--- src/rtl/uart_pkg.sv ---
// Shared UART definitions: error-bit positions and the receive entry layout
// used by both the RX frame buffer and the TX-side path.
package uart_pkg;

   localparam int ERR_PARITY = 0;
   localparam int ERR_START  = 1;
   localparam int ERR_STOP   = 2;

   localparam int DATA_W = 8;
   localparam int ERR_W  = 3;

   // One received frame: error flags above the data byte.
   typedef struct packed {
      logic [ERR_W-1:0]  err;
      logic [DATA_W-1:0] data;
   } rx_entry_t;

   // A framing problem is either a bad start bit or a bad stop bit.
   function automatic logic is_frame_err(input logic [ERR_W-1:0] e);
      return e[ERR_START] | e[ERR_STOP];
   endfunction

endpackage

--- src/rtl/uart_sync_fifo.sv ---
// Show-ahead synchronous FIFO. Pointers carry one extra wrap bit so that
// full (MSBs differ, rest equal) and empty (all equal) are unambiguous.
// A write while full is accepted only when a pop happens in the same cycle.
// Handshake: a write happens when wr_en_i is high and there is room (or a
// simultaneous pop frees one); a pop happens when rd_en_i is high and the
// FIFO is non-empty. clear_i overrides both and empties the FIFO.
module uart_sync_fifo #(
   parameter int WIDTH = 11,
   parameter int DEPTH = 8
) (
   input  logic                     clk_i,
   input  logic                     rst_ni,
   input  logic                     clear_i,
   input  logic                     wr_en_i,
   input  logic [WIDTH-1:0]         wr_data_i,
   input  logic                     rd_en_i,
   output logic [WIDTH-1:0]         rd_data_o,
   output logic                     full_o,
   output logic                     empty_o,
   output logic [$clog2(DEPTH):0]   level_o
);

   localparam int AW = $clog2(DEPTH);

   logic [WIDTH-1:0] mem_q [DEPTH];
   logic [AW:0]      wr_ptr_q, wr_ptr_d;
   logic [AW:0]      rd_ptr_q, rd_ptr_d;
   logic             do_wr;
   logic             do_rd;

   assign empty_o = (wr_ptr_q == rd_ptr_q);
   assign full_o  = (wr_ptr_q[AW] != rd_ptr_q[AW]) &&
                    (wr_ptr_q[AW-1:0] == rd_ptr_q[AW-1:0]);
   assign level_o = wr_ptr_q - rd_ptr_q;

   assign do_rd = rd_en_i & ~empty_o & ~clear_i;
   assign do_wr = wr_en_i & (~full_o | do_rd) & ~clear_i;

   // Head is visible without a register stage; zero when nothing is stored.
   assign rd_data_o = empty_o ? '0 : mem_q[rd_ptr_q[AW-1:0]];

   // Next pointer values, clear taking priority over any traffic.
   always_comb begin
      wr_ptr_d = wr_ptr_q;
      rd_ptr_d = rd_ptr_q;
      if (clear_i) begin
         wr_ptr_d = '0;
         rd_ptr_d = '0;
      end else begin
         if (do_wr) wr_ptr_d = wr_ptr_q + 1'b1;
         if (do_rd) rd_ptr_d = rd_ptr_q + 1'b1;
      end
   end

   // Pointer registers.
   always_ff @(posedge clk_i or negedge rst_ni) begin
      if (!rst_ni) begin
         wr_ptr_q <= '0;
         rd_ptr_q <= '0;
      end else begin
         wr_ptr_q <= wr_ptr_d;
         rd_ptr_q <= rd_ptr_d;
      end
   end

   // Storage array; contents need no reset since empty masks the head.
   always_ff @(posedge clk_i) begin
      if (do_wr) mem_q[wr_ptr_q[AW-1:0]] <= wr_data_i;
   end

endmodule

--- src/rtl/uart_rx_frame_buffer.sv ---
// Receive-side frame buffer behind the Duplex UART. Detects each rising
// edge of rx_done_flag, queues {error, data} into a show-ahead FIFO, keeps
// saturating parity/framing error counters and a sticky overflow flag.
module uart_rx_frame_buffer
   import uart_pkg::*;
#(
   parameter int DEPTH     = 8,
   parameter int ERR_CNT_W = 8
) (
   input  logic                       clock,
   input  logic                       reset_n,
   input  logic                       rx_done_flag,
   input  logic [7:0]                 rx_data,
   input  logic [2:0]                 rx_error,
   input  logic                       drop_errored,
   input  logic                       clear,
   input  logic                       rd_en,
   output logic                       rd_valid,
   output logic [7:0]                 rd_data,
   output logic [2:0]                 rd_err,
   output logic [$clog2(DEPTH):0]     level,
   output logic                       overflow,
   output logic [ERR_CNT_W-1:0]       parity_err_cnt,
   output logic [ERR_CNT_W-1:0]       frame_err_cnt
);

   logic                 s1_q, s2_q, s3_q;
   logic                 capture;
   logic                 store;
   logic                 push_req;
   logic                 pop;
   logic                 fifo_full;
   logic                 fifo_empty;
   logic                 overflow_q, overflow_d;
   logic [ERR_CNT_W-1:0] par_cnt_q, par_cnt_d;
   logic [ERR_CNT_W-1:0] frm_cnt_q, frm_cnt_d;
   rx_entry_t            wr_entry;
   rx_entry_t            head_entry;

   // One event per rising edge of the synchronized done level.
   assign capture  = s2_q & ~s3_q;
   assign store    = ~(drop_errored & (|rx_error));
   assign push_req = capture & store & ~clear;
   assign pop      = rd_en & ~fifo_empty & ~clear;

   assign wr_entry.err  = rx_error;
   assign wr_entry.data = rx_data;

   // Two-flop synchronizer plus history flop; clear deliberately leaves
   // these alone so a level that is still high does not fire again.
   always_ff @(posedge clock or negedge reset_n) begin
      if (!reset_n) begin
         s1_q <= 1'b0;
         s2_q <= 1'b0;
         s3_q <= 1'b0;
      end else begin
         s1_q <= rx_done_flag;
         s2_q <= s1_q;
         s3_q <= s2_q;
      end
   end

   // Overflow and error counter next-state; counters stick at all-ones.
   always_comb begin
      overflow_d = overflow_q;
      par_cnt_d  = par_cnt_q;
      frm_cnt_d  = frm_cnt_q;
      if (clear) begin
         overflow_d = 1'b0;
         par_cnt_d  = '0;
         frm_cnt_d  = '0;
      end else if (capture) begin
         if (rx_error[ERR_PARITY] && (par_cnt_q != '1))
            par_cnt_d = par_cnt_q + ERR_CNT_W'(1);
         if (is_frame_err(rx_error) && (frm_cnt_q != '1))
            frm_cnt_d = frm_cnt_q + ERR_CNT_W'(1);
         // A frame is lost only when full and no pop frees a slot.
         if (push_req && fifo_full && !pop)
            overflow_d = 1'b1;
      end
   end

   // Status registers.
   always_ff @(posedge clock or negedge reset_n) begin
      if (!reset_n) begin
         overflow_q <= 1'b0;
         par_cnt_q  <= '0;
         frm_cnt_q  <= '0;
      end else begin
         overflow_q <= overflow_d;
         par_cnt_q  <= par_cnt_d;
         frm_cnt_q  <= frm_cnt_d;
      end
   end

   uart_sync_fifo #(
      .WIDTH ($bits(rx_entry_t)),
      .DEPTH (DEPTH)
   ) u_fifo (
      .clk_i     (clock),
      .rst_ni    (reset_n),
      .clear_i   (clear),
      .wr_en_i   (push_req),
      .wr_data_i (wr_entry),
      .rd_en_i   (rd_en),
      .rd_data_o (head_entry),
      .full_o    (fifo_full),
      .empty_o   (fifo_empty),
      .level_o   (level)
   );

   assign rd_valid       = ~fifo_empty;
   assign rd_data        = head_entry.data;
   assign rd_err         = head_entry.err;
   assign overflow       = overflow_q;
   assign parity_err_cnt = par_cnt_q;
   assign frame_err_cnt  = frm_cnt_q;

endmodule

--- config.mk ---
export PLATFORM = sky130hd
export DESIGN_NAME = uart_rx_frame_buffer
export DESIGN_NICKNAME = d
export VERILOG_FILES = /design/src/rtl/uart_pkg.sv /design/src/rtl/uart_sync_fifo.sv /design/src/rtl/uart_rx_frame_buffer.sv
export SDC_FILE = /design/constraint.sdc
export NUM_CORES = 1
export LEC_CHECK = 0
export CELL_PAD_IN_SITES_DETAIL_PLACEMENT = 0
export CELL_PAD_IN_SITES_GLOBAL_PLACEMENT = 1
export CORE_ASPECT_RATIO = 0.9
export CORE_UTILIZATION = 51
export CTS_BUF_LIST = sky130_fd_sc_hd__clkbuf_4 sky130_fd_sc_hd__clkbuf_8 sky130_fd_sc_hd__clkbuf_16
export CTS_CLUSTER_DIAMETER = 120
export DETAILED_ROUTE_END_ITERATION = 12
export GPL_TIMING_DRIVEN = 0
export HOLD_SLACK_MARGIN = 0.02
export PLACE_DENSITY = 0.8
export SYNTH_ARGS = -nofsm -noshare
export SYNTH_HDL_FRONTEND = slang
export SYNTH_SLANG_ARGS = --single-unit
--- constraint.sdc ---
create_clock -name clock -period 8.8 [get_ports clock]
set_input_delay 2.64 -clock clock [delete_from_list [all_inputs] [get_ports clock]]
set_output_delay 2.64 -clock clock [all_outputs]
set_load 0.02 [all_outputs]
Word-level counts from Yosys, hierarchy flattened. Memory sizes are Yosys's and may differ from the RTL's. Index checks and enable logic that the tools add are counted.

Register bits after elaboration: 28. RAM bits: 88. Input port bits: 17. Output and inout bits: 33. Logic and storage cells: 66. Memories kept: 1.

Add/subtract/negate cells: 5. Equality and inequality tests: 5. Multiplexer cells: 16. Bitwise gates (word level): 15. Reductions and logical operators: 16.

Memories: u_fifo.mem_q (depth 8, width 11, read ports 1, clocked after Yosys merged registers in 0, write ports 1, line uart_sync_fifo.sv:25) `logic [WIDTH-1:0] mem_q [DEPTH];`.

Operator list (number): 2-to-1 mux 8 bit (6); adder 8 x 1 -> 8 bit (second input constant) (2); 2-to-1 mux 4 bit (4); inequality test 8 bit (second input constant) (2); nonzero test 2 bit (6); 2-to-1 mux 11 bit (1); adder 4 x 1 -> 4 bit (second input constant) (2); AND 1 bit (8); AND reduction 2 bit (3); logical AND 1 bit (5); 2-to-1 mux 1 bit (5); inverter 1 bit (5); equality test 4 bit (1); subtractor 4 bit (1); equality test 3 bit (1); OR reduction 3 bit (1); OR 1 bit (2); logical NOT 1 bit (1); inequality test 1 bit (1).

Depth between registers and ports, before layout.
Word-level depth: 10. Mapped depth: 8. Depth with buffers taken out: 6.

Cells and area by module. Synthesis repeated with hierarchy kept, for this count alone.

Cells, all modules: 320. Area total of the unflattened synthesis: 5042.3 um^2.

Modules (own cells, without submodules): uart_sync_fifo (times used 1, cells each 225, area an instance 4053.9 um^2, seq. area each 2842.7 um^2); uart_rx_frame_buffer (times used 1, cells each 95, area an instance 988.4 um^2, seq. area each 500.5 um^2).

Worst setup path after synthesis. No wires, ideal clock.

Path type: input port to flip-flop. Start: in rx_error[1]. End: mem u_fifo.mem_q[2][0], enable pin. Library setup time: 412 ps. Arrival time: 4537 ps. Path slack: 3851 ps. Cell stages on the path: 4. Buffers on the path: 0. Cell sequence: o31ai_4 o311ai_4 nor2_1 nor4b_1.

Cells in the longest elaborated chain, start to end: 9.

RTL lines: start, declared (line uart_rx_frame_buffer.sv:14) `input logic [2:0] rx_error,`; OR reduction 3 bit (line uart_rx_frame_buffer.sv:42) `assign store = ~(drop_errored & (|rx_error));`; AND 1 bit (line uart_rx_frame_buffer.sv:42); inverter 1 bit (line uart_rx_frame_buffer.sv:42); AND 1 bit (2 in series) (line uart_rx_frame_buffer.sv:43) `assign push_req = capture & store & ~clear;`; AND 1 bit (2 in series) (line uart_sync_fifo.sv:37) `assign do_wr = wr_en_i & (~full_o | do_rd) & ~clear_i;`; 2-to-1 mux 1 bit (line uart_sync_fifo.sv:68) `if (do_wr) mem_q[wr_ptr_q[AW-1:0]] <= wr_data_i;`; 2-to-1 mux 1 bit (implied by the code) (line uart_sync_fifo.sv:68); end, declared (line uart_sync_fifo.sv:25).

Every way passes these cells.

Worst setup path in the final report.
Start: reg u_fifo.rd_ptr_q[1]. End: out rd_err[1].

Cells in the longest elaborated chain, start to end: 2. Elaborated cells between the ends (all ways): 3. Classes of those cells: eq/ne: 1; mux: 1; memory: 1.

RTL lines: start, declared (line uart_sync_fifo.sv:27) `logic [AW:0] rd_ptr_q, rd_ptr_d;`; start signal, assigned (line uart_sync_fifo.sv:62) `rd_ptr_q <= rd_ptr_d;`; memory (8 x 11 bit) / equality test 4 bit (equally long branches); 2-to-1 mux 11 bit * (line uart_sync_fifo.sv:40) `assign rd_data_o = empty_o ? '0 : mem_q[rd_ptr_q[AW-1:0]];`; end, declared (line uart_rx_frame_buffer.sv:20) `output logic [2:0] rd_err,`.

Every way passes the cells marked *; elsewhere a longest branch is shown, timed or not.

==> results.md <==
* DP Wirelength at 6641 µm
* Num CTS Buffers at 17
* Synth warnings at 0
* Hold-fix buffer count after cts at 0
* WL/cell at 19.29 µm
* RSZ-0062 raised after global routing: false
* Type of origin of the critical path: flop
* Worst rel slew slack at 0.4057
* Peak VDD IR at between 0.00015 and 0.0002 V
* Core area at 9249 µm²
* Leakage at 0.002231 µW
* Pins over their slew limit at 0
* Register area at ~3300 µm²
* First-iteration detailed-routing DRC count at ~140
* Area occupied by multi-input gates at about 1500 µm²
* DRC violations left at 0
* Full die area at 10,070 µm²
* Die X at 105.7 µm
* PostCTS Resize Cnt at 0
* Slew @ Worst Pin at approximately 0.9 ns
* Fill count at 660
* Layout cells sized above 1 at 0.1827
* GRT Total Usage at 0.2213
* Power Dens Cells at 230.1 nW/µm²
* Port buffer count at 49
* Mapped Cells at 318
* Ys flop type: edfxtp_1
* Vias at 2,980
* Gpl congestion at 0.7992
* Total Wirelength at 10,160 µm
* Sinks on Clock Net at approximately 120
* Crit path required time at 6.16 ns
* GR Overflow Total at 0
* Clk_lat worst skew at 0.52 ns
* Clock slew at reported path FFs at 0.06 ns
* WS Path Type: reg -> out
* Vias per cell at 5.655
* Status: complete, no violations
* Row count at 33
* Avg Inst Size Synth at approximately 16 µm²
* Layout Nets at approximately 420
* Diode count at 0
* Setup_tns at 0 ns
* First drt pass iteration count at 4
* Placed insts at 495
* Post-CTS Setup Inserts at 0
* Worst path arrival time at 3.83 ns
* Worst-path maximum fanout at 10
* Max Fclk at 0.1545 GHz
* Fin crit period at 6.471 ns
* Final ANT Viol Nets at 0
* I/O pin count at 50
* Number of synthesized flops with an enable pin at 88
* Initial core utilization at 0.5333
* Layout Cells excl Fill at about 530
* CTS tree: built
* HP Class: reg -> reg
* Die Y at between 90 and 100 µm
* Clk buf depth at 2
* Final-report setup violation count at 0
* Antenna violations before repair at 0
* Crit path capture type: output pin
* Mapped Nets at 343
* Endpoints failing hold at 0
* Seq/Total Area, Yosys at 0.6778
* Unique cell type count in the Yosys netlist at 39
* Synthesis-to-finish area growth at 27.12%
* First-pass GRT wire length at between 15,000 and 20,000 µm
* Post-synth ARST share at 0.2414
* Post-layout util at 0.6779
* Vias in the first global route at 2,934
* Cell area after synthesis at slightly below 5000 µm²
* R2r setup slk at 5.37 ns
* FF+latch count, synth at 116
* Largest net degree at the start of global routing at 29
* Max-cap violations at 0
* Clk_skew at 0.007682 ns
* Final Cycle Share at 0.7353
* CTS HTree Levels at 4
* Root buf cell: clkbuf_8
sequential cells by signal, summed over array words and instances (netlist names):
signal           flops
u_fifo.mem_q        88
frame_err_cnt        8
parity_err_cnt       8
u_fifo.rd_ptr_q      4
u_fifo.wr_ptr_q      4
overflow             1
s1_q                 1
s2_q                 1
s3_q                 1
Yosys cell counts (all sizes together) (2+ instances only):
cell    instances  area (µm²)
o211ai          5       37.54
or3             4       25.02
a21oi          17       85.08
mux2i           6       60.06
nand4           5       31.28
xor2            9       78.83
xnor2           5       51.30
nor4b           2       17.52
o21ai           7       35.03
nand2          28       105.1
clkbuf          7       26.28
inv            10       37.54
dfrtp          28       700.7
nor2           24       90.09
nand3           6       30.03
and3            6       37.54
ha              7       87.58
nor4            6       37.54
edfxtp         88        2643
nor3            6       30.03
buf             5       30.02
mux4           22       495.5
through the flow:
| stage | area (µm²) | setup slack, ns | total power [µW] | hold WS [ns] |
|---|---|---|---|---|
| 6_report | 6270 | 2.329 | 1442 | 0.3707 |
| 2_1_floorplan | 4932 | 3.851 | 695.5 | 0.3312 |
| 4_1_cts | 6275 | 2.246 | 1450 | 0.3753 |
| 5_1_grt | 6270 | 2.049 | 1486 | 0.3760 |
| 3_5_place_dp | 5672 | 2.827 | 758.3 | 0.3562 |
| 3_3_place_gp | 5575 | 1.999 | 755.5 | 0.3487 |
cell families after synthesis:
| group | Yosys count | synth area share |
|---|---|---|
| buffers and inverters | 22 | 0.01903 |
| xor gates and xnor gates | 14 | 0.02638 |
| AOI/OAI and AO/OA | 36 | 0.04972 |
| adders and majority gates | 8 | 0.02182 |
| DFF | 116 | 0.6778 |
| muxes | 28 | 0.1126 |
| and+or+nand+nor | 94 | 0.09260 |
power by group:
| part | switching (µW) | internal, µW | leakage [µW] |
|---|---|---|---|
| sequential | 3.59 | 595 | 0.00117 |
| combinational | 79.7 | 68.0 | 0.000765 |
| clock | 240 | 456 | 0.000292 |
final cells by class:
class,count,share of cell area
clock buffer,17,0.06605
sequential,116,0.5332
multi-input combinational,180,0.2443
clock inverter,15,0.03013
inverter,10,0.005987
tap,122,0.02435
timing repair buffer,55,0.08701
buffer,12,0.008980
metal layers:
metal | GRT usage | up-vias | part of all wire
li1 | - | 1370 | -
met5 | 0 | - | 0
met2 | 0.3371 | 97 | 0.47
met3 | 0.05605 | 15 | 0.069
met1 | 0.3097 | 1498 | 0.45
met4 | 0.08912 | 0 | 0.015
critical path, cell delays in order, from the launching register on:
cell,delay (ns)
dfrtp_1,0.40
clkbuf_1,0.31
buf_2,0.39
inv_1,0.09
ha_1,0.32
nand3_1,0.22
nor2_1,0.28
clkbuf_1,0.53
a21oi_1,0.18
clkdlybuf4s50_1,0.58
placed cells by master (no fill, tap or decap), drive strengths merged, types with 2 or more instances in the layout:
cell           count
nand3              6
and3               6
clkbuf            24
nor4               6
or3                4
ha                 7
nand4              5
edfxtp            88
nor3               6
mux2i              6
dfrtp             28
xor2               9
bufinv             4
clkinv             9
nand2             28
a21oi             17
inv               10
xnor2              5
mux4              22
o211ai             5
clkinvlp           2
clkdlybuf4s50     48
o21ai              7
nor4b              2
buf               12
nor2              24
final timing paths:
kind                               startpoint            endpoint  depth (start not counted)
min in group asynchronous             reset_n    frame_err_cnt[6]                          1
hold / removal                           s1_q                s2_q                          0
hold reg to reg                          s1_q                s2_q                          0
setup / recovery           u_fifo.rd_ptr_q[1]           rd_err[1]                          9
max in group asynchronous             reset_n    frame_err_cnt[0]                          1
setup reg to reg           u_fifo.rd_ptr_q[1]  u_fifo.mem_q[4][9]                          9
Power figures use the tool's default switching activity.
